File: src/rtl/szorzo.sv
// Sequential shift-add multiply-accumulate: eredmeny = a*b + c.
// Shares the start/ready handshake of the divider so one control FSM can drive both.
module szorzo #(
  parameter int unsigned BITS = 4
) (
  input  logic              clk,
  input  logic              rst,
  input  logic              start,
  input  logic [BITS-1:0]   a,
  input  logic [BITS-1:0]   b,
  input  logic [BITS-1:0]   c,
  output logic [2*BITS-1:0] eredmeny,
  output logic              tulcsordulas,
  output logic              ready
);

  localparam int unsigned CntW = $clog2(BITS + 1);
  localparam int unsigned ResW = 2 * BITS;

  typedef enum logic [1:0] {
    StWait = 2'd0,
    StCalc = 2'd1,
    StKesz = 2'd2
  } state_e;

  state_e            state_q, state_d;
  logic [ResW-1:0]   acc_q, acc_d;
  logic [ResW-1:0]   a_sh_q, a_sh_d;
  logic [BITS-1:0]   b_sh_q, b_sh_d;
  logic [CntW-1:0]   cnt_q, cnt_d;

  always_comb begin
    state_d = state_q;
    acc_d   = acc_q;
    a_sh_d  = a_sh_q;
    b_sh_d  = b_sh_q;
    cnt_d   = cnt_q;
    case (state_q)
      StWait: begin
        if (start) begin
          acc_d   = {{BITS{1'b0}}, c};
          a_sh_d  = {{BITS{1'b0}}, a};
          b_sh_d  = b;
          cnt_d   = '0;
          state_d = StCalc;
        end
      end
      StCalc: begin
        // Fixed latency: always BITS iterations, even when b_sh is already zero.
        if (b_sh_q[0]) begin
          acc_d = acc_q + a_sh_q;
        end
        a_sh_d = a_sh_q << 1;
        b_sh_d = b_sh_q >> 1;
        cnt_d  = cnt_q + CntW'(1);
        if (cnt_q == CntW'(BITS - 1)) begin
          state_d = StKesz;
        end
      end
      StKesz: begin
        if (start) begin
          state_d = StWait;
        end
      end
      default: state_d = StWait;
    endcase
  end

  always_ff @(posedge clk) begin
    if (rst) begin
      state_q <= StWait;
      acc_q   <= '0;
      a_sh_q  <= '0;
      b_sh_q  <= '0;
      cnt_q   <= '0;
    end else begin
      state_q <= state_d;
      acc_q   <= acc_d;
      a_sh_q  <= a_sh_d;
      b_sh_q  <= b_sh_d;
      cnt_q   <= cnt_d;
    end
  end

  assign eredmeny     = acc_q;
  assign ready        = (state_q == StKesz);
  assign tulcsordulas = ready && (acc_q[ResW-1:BITS] != '0);

endmodule

File: config.mk
export PLATFORM = sky130hd
export DESIGN_NAME = szorzo
export DESIGN_NICKNAME = d
export VERILOG_FILES = /design/src/rtl/szorzo.sv
export SDC_FILE = /design/constraint.sdc
export NUM_CORES = 1
export LEC_CHECK = 0
export ABC_AREA = 1
export CORE_ASPECT_RATIO = 0.6
export CORE_MARGIN = 4
export CORE_UTILIZATION = 50
export DETAILED_ROUTE_END_ITERATION = 12
export GPL_TIMING_DRIVEN = 0
export PLACE_DENSITY = 0.76
export SLEW_MARGIN = 20
export SYNTH_ARGS = -nofsm -noshare
export SYNTH_HDL_FRONTEND = slang
export SYNTH_SLANG_ARGS = --single-unit
File: constraint.sdc
create_clock -name clk -period 3.2 [get_ports clk]
set_clock_uncertainty 0.15 [all_clocks]
set_input_delay 0.32 -clock clk [delete_from_list [all_inputs] [get_ports clk]]
set_output_delay 0.32 -clock clk [all_outputs]
set_load 0.02 [all_outputs]
==> summary.md <==
| Metric | Value |
|---|---|
| Post-synthesis sequential area ratio | 0.357 |
| Switch share | 0.302 |
| Minimum clock period after layout | 2.05 ns |
| Pwr dens | 402 nW/µm² |
| Slew Limit Fails | 0 |
| Final setup violation count | 0 |
| Worst Reg-to-Reg Cells | 10 |
| Clock Latency Late Sink | 0.28 ns |
| Met3 wire len | 224 µm |
| Core area | 2590 µm² |
| Initial antenna violation count | 0 |
| Layout area overhead | 22.8% |
| Required @ worst endpoint | 2.73 ns |
| Worst setup EP type | output pin |
| Layout cells sized above 1 | 0.0901 |
| Ports | 25 |
| Post-Layout Cell Count | 254 |
| Worst-path clk slew | 0.10 ns |
| Clock Sink Count | 25 |
| Worst-margin pin slew | 0.556 ns |
| H-tree depth | 1 |
| Netlist Area Pre-Place | 1400 µm² |
| Placed cells | 250 |
| Cell variety after synth | 30 |
| Met2 WL post-DR | 1390 µm |
| Top sig layer | met4 |
| DR vias/cell | 5.28 |
| Vias in the first global route | 1179 |
| Mean Syn Cell Area | 7.19 µm² |
| Largest net degree at the start of global routing | 17 |
| Synth warnings | 0 |
| Fmax | 488 MHz |
| DRC Markers | 0 |
| Hold buffer count at cts | 0 |
| Final hold violation count | 0 |
| Clock power share | 0.305 |
| Critical path arrival | 1.58 ns |
| Sequential Power Share | 0.491 |
| Placer Congestion | 0.814 |
| FP Rows | 14 |
| Congestion Overflow GR | 0 |
| Avg WL per Cell | 13.0 µm |
| Initial drt markers | 77 |
| TritonRoute pass-1 iters | 5 |
| CTS tree | done |
| Status | finished clean |
| Total negative slack | 0 ns |
| Post-layout net count | 248 |
| Logic gate share of total power | 0.204 |
| FILL cells | 239 |
| CP Launch Type | register |
| Internal Pwr Total | 0.483 mW |
| Final Util | 0.665 |
| ANT nets after route | 0 |
| Die Y | 49.0 µm |
| Syn_nets | 220 |
| Overall power | 0.692 mW |
| CTS root buf | clkbuf_8 |
| IO buf count | 23 |
| Clk buf depth | 2 |
| Antenna cell count | 0 |
| Slew HR | 0.629 |
| Switching power total | 0.209 mW |
| Die ar. | 3740 µm² |
| DRT Wirelength | 3290 µm |
| Worst slack, placed | 1.31 ns |
| First-pass GRT wire length | 5590 µm |
| Post-CTS setup buffer count | 0 |
| TritonCTS buffer count | 3 |
| CP Max Fanout | 4 |
| Syn Inst Count | 195 |
| Via count | 1342 |
| Post-CTS sizing | 0 |
| LEAKAGE | 0.751 nW |
| Die X-Extent | 76.4 µm |
| IR drop worst, VDD | 0.240 mV |
| Post-DP HPWL | 2560 µm |
| Gr usage total | 0.183 |
| Fin crit share | 0.640 |
| Post-route setup slack | 1.15 ns |
| Starting density of the core | 0.541 |
| Routed metal-1 wire length | 1660 µm |
| RSZ-0062 raised after global routing | false |
| #FFs+latches synth | 25 |
| Number of cells on the worst hold path | 2 |
| Crit path kind | reg2out |
| Max-Cap Viols | 0 |
| Tightest Hold Check Type | in2reg |
==> synthesized netlist by cell type, drive strengths merged <==
cell | n | share of area
a211oi | 2 | 0.011
a21oi | 25 | 0.092
a31oi | 2 | 0.0089
and2 | 1 | 0.0045
buf | 6 | 0.036
clkbuf | 1 | 0.0027
dfxtp | 25 | 0.36
fa | 1 | 0.014
ha | 9 | 0.080
inv | 26 | 0.070
nand2 | 45 | 0.12
nand3 | 11 | 0.039
nand3b | 3 | 0.016
nand4 | 1 | 0.0045
nor2 | 14 | 0.048
nor3 | 1 | 0.0036
nor4 | 1 | 0.0045
o21ai | 14 | 0.055
o22ai | 2 | 0.0089
or2 | 4 | 0.018
xor2 | 1 | 0.0062
==> power groups by stage <==
stage	Sequential [mW]	Clock, mW	Combinational [mW]
4_1_cts	0.340	0.210	0.141
3_3_place_gp	0.346	0	0.137
2_1_floorplan	0.351	0	0.0861
3_5_place_dp	0.347	0	0.141
5_1_grt	0.342	0.221	0.158
6_report	0.340	0.211	0.141
==> through the flow <==
stage | hold WS (ns) | area [µm²]
floorplan | 0.279 | 1400
global placement | 0.295 | 1670
detailed placement | 0.302 | 1670
CTS | 0.243 | 1720
global route | 0.269 | 1720
finish | 0.248 | 1720
==> worst paths after layout <==
check        startpoint           end  slack [ns]
max          state_q[1]  tulcsordulas        1.15
min                 rst     a_sh_q[4]        0.25
max reg2reg   a_sh_q[0]   eredmeny[4]        1.37
min reg2reg    cnt_q[0]      cnt_q[0]        0.32
==> worst max-delay path: stages, from the launching register on <==
cell             delay [ns]
dfxtp_1                0.38
inv_1                  0.10
nor3_1                 0.19
clkdlybuf4s50_1        0.63
==> sequential cells by signal, indices dropped and copies added, names as in the netlist <==
| signal | flops |
|---|---|
| cnt_q | 3 |
| b_sh_q | 4 |
| a_sh_q | 8 |
| eredmeny | 8 |
| state_q | 2 |
==> cells in the final DEF (no fill, tap or decap), drive strengths merged, types with 3 or more instances in the layout <==
cell type,netlist,layout
inv,26,27
a21oi,25,25
nand3b,3,3
ha,9,9
buf,6,6
clkbuf,1,4
nand2,45,45
or2,4,4
nand3,11,11
dfxtp,25,25
o21ai,14,14
clkdlybuf4s50,0,23
nor2,14,14
==> cells by family after synthesis <==
kind of cell	share of synthesized area
AO/OA/AOI/OAI	0.176
XOR/XNOR	0.00625
adder cells (fa/ha/maj)	0.0946
buffers and inverters	0.108
flip-flops	0.357
AND/OR/NAND/NOR	0.259
==> layer usage <==
layer	GRT usage	vias up
li1	-	692
met1	0.248	610
met2	0.293	36
met3	0.0535	4
met4	0.0331	0
met5	0	-
==> cell type report <==
class                   instances  area, µm²  area share
plain buffers                   7       53.8      0.0312
clock buffers                   3       41.3      0.0240
clock inverters                 1       8.76     0.00508
inverters                      26       97.6      0.0566
multi-input cells             137        751       0.436
flip-flops and latches         25        500       0.290
well taps                      32       40.0      0.0232
repair buffers                 23        230       0.134
No activity file was read; power rests on OpenSTA's default activity.
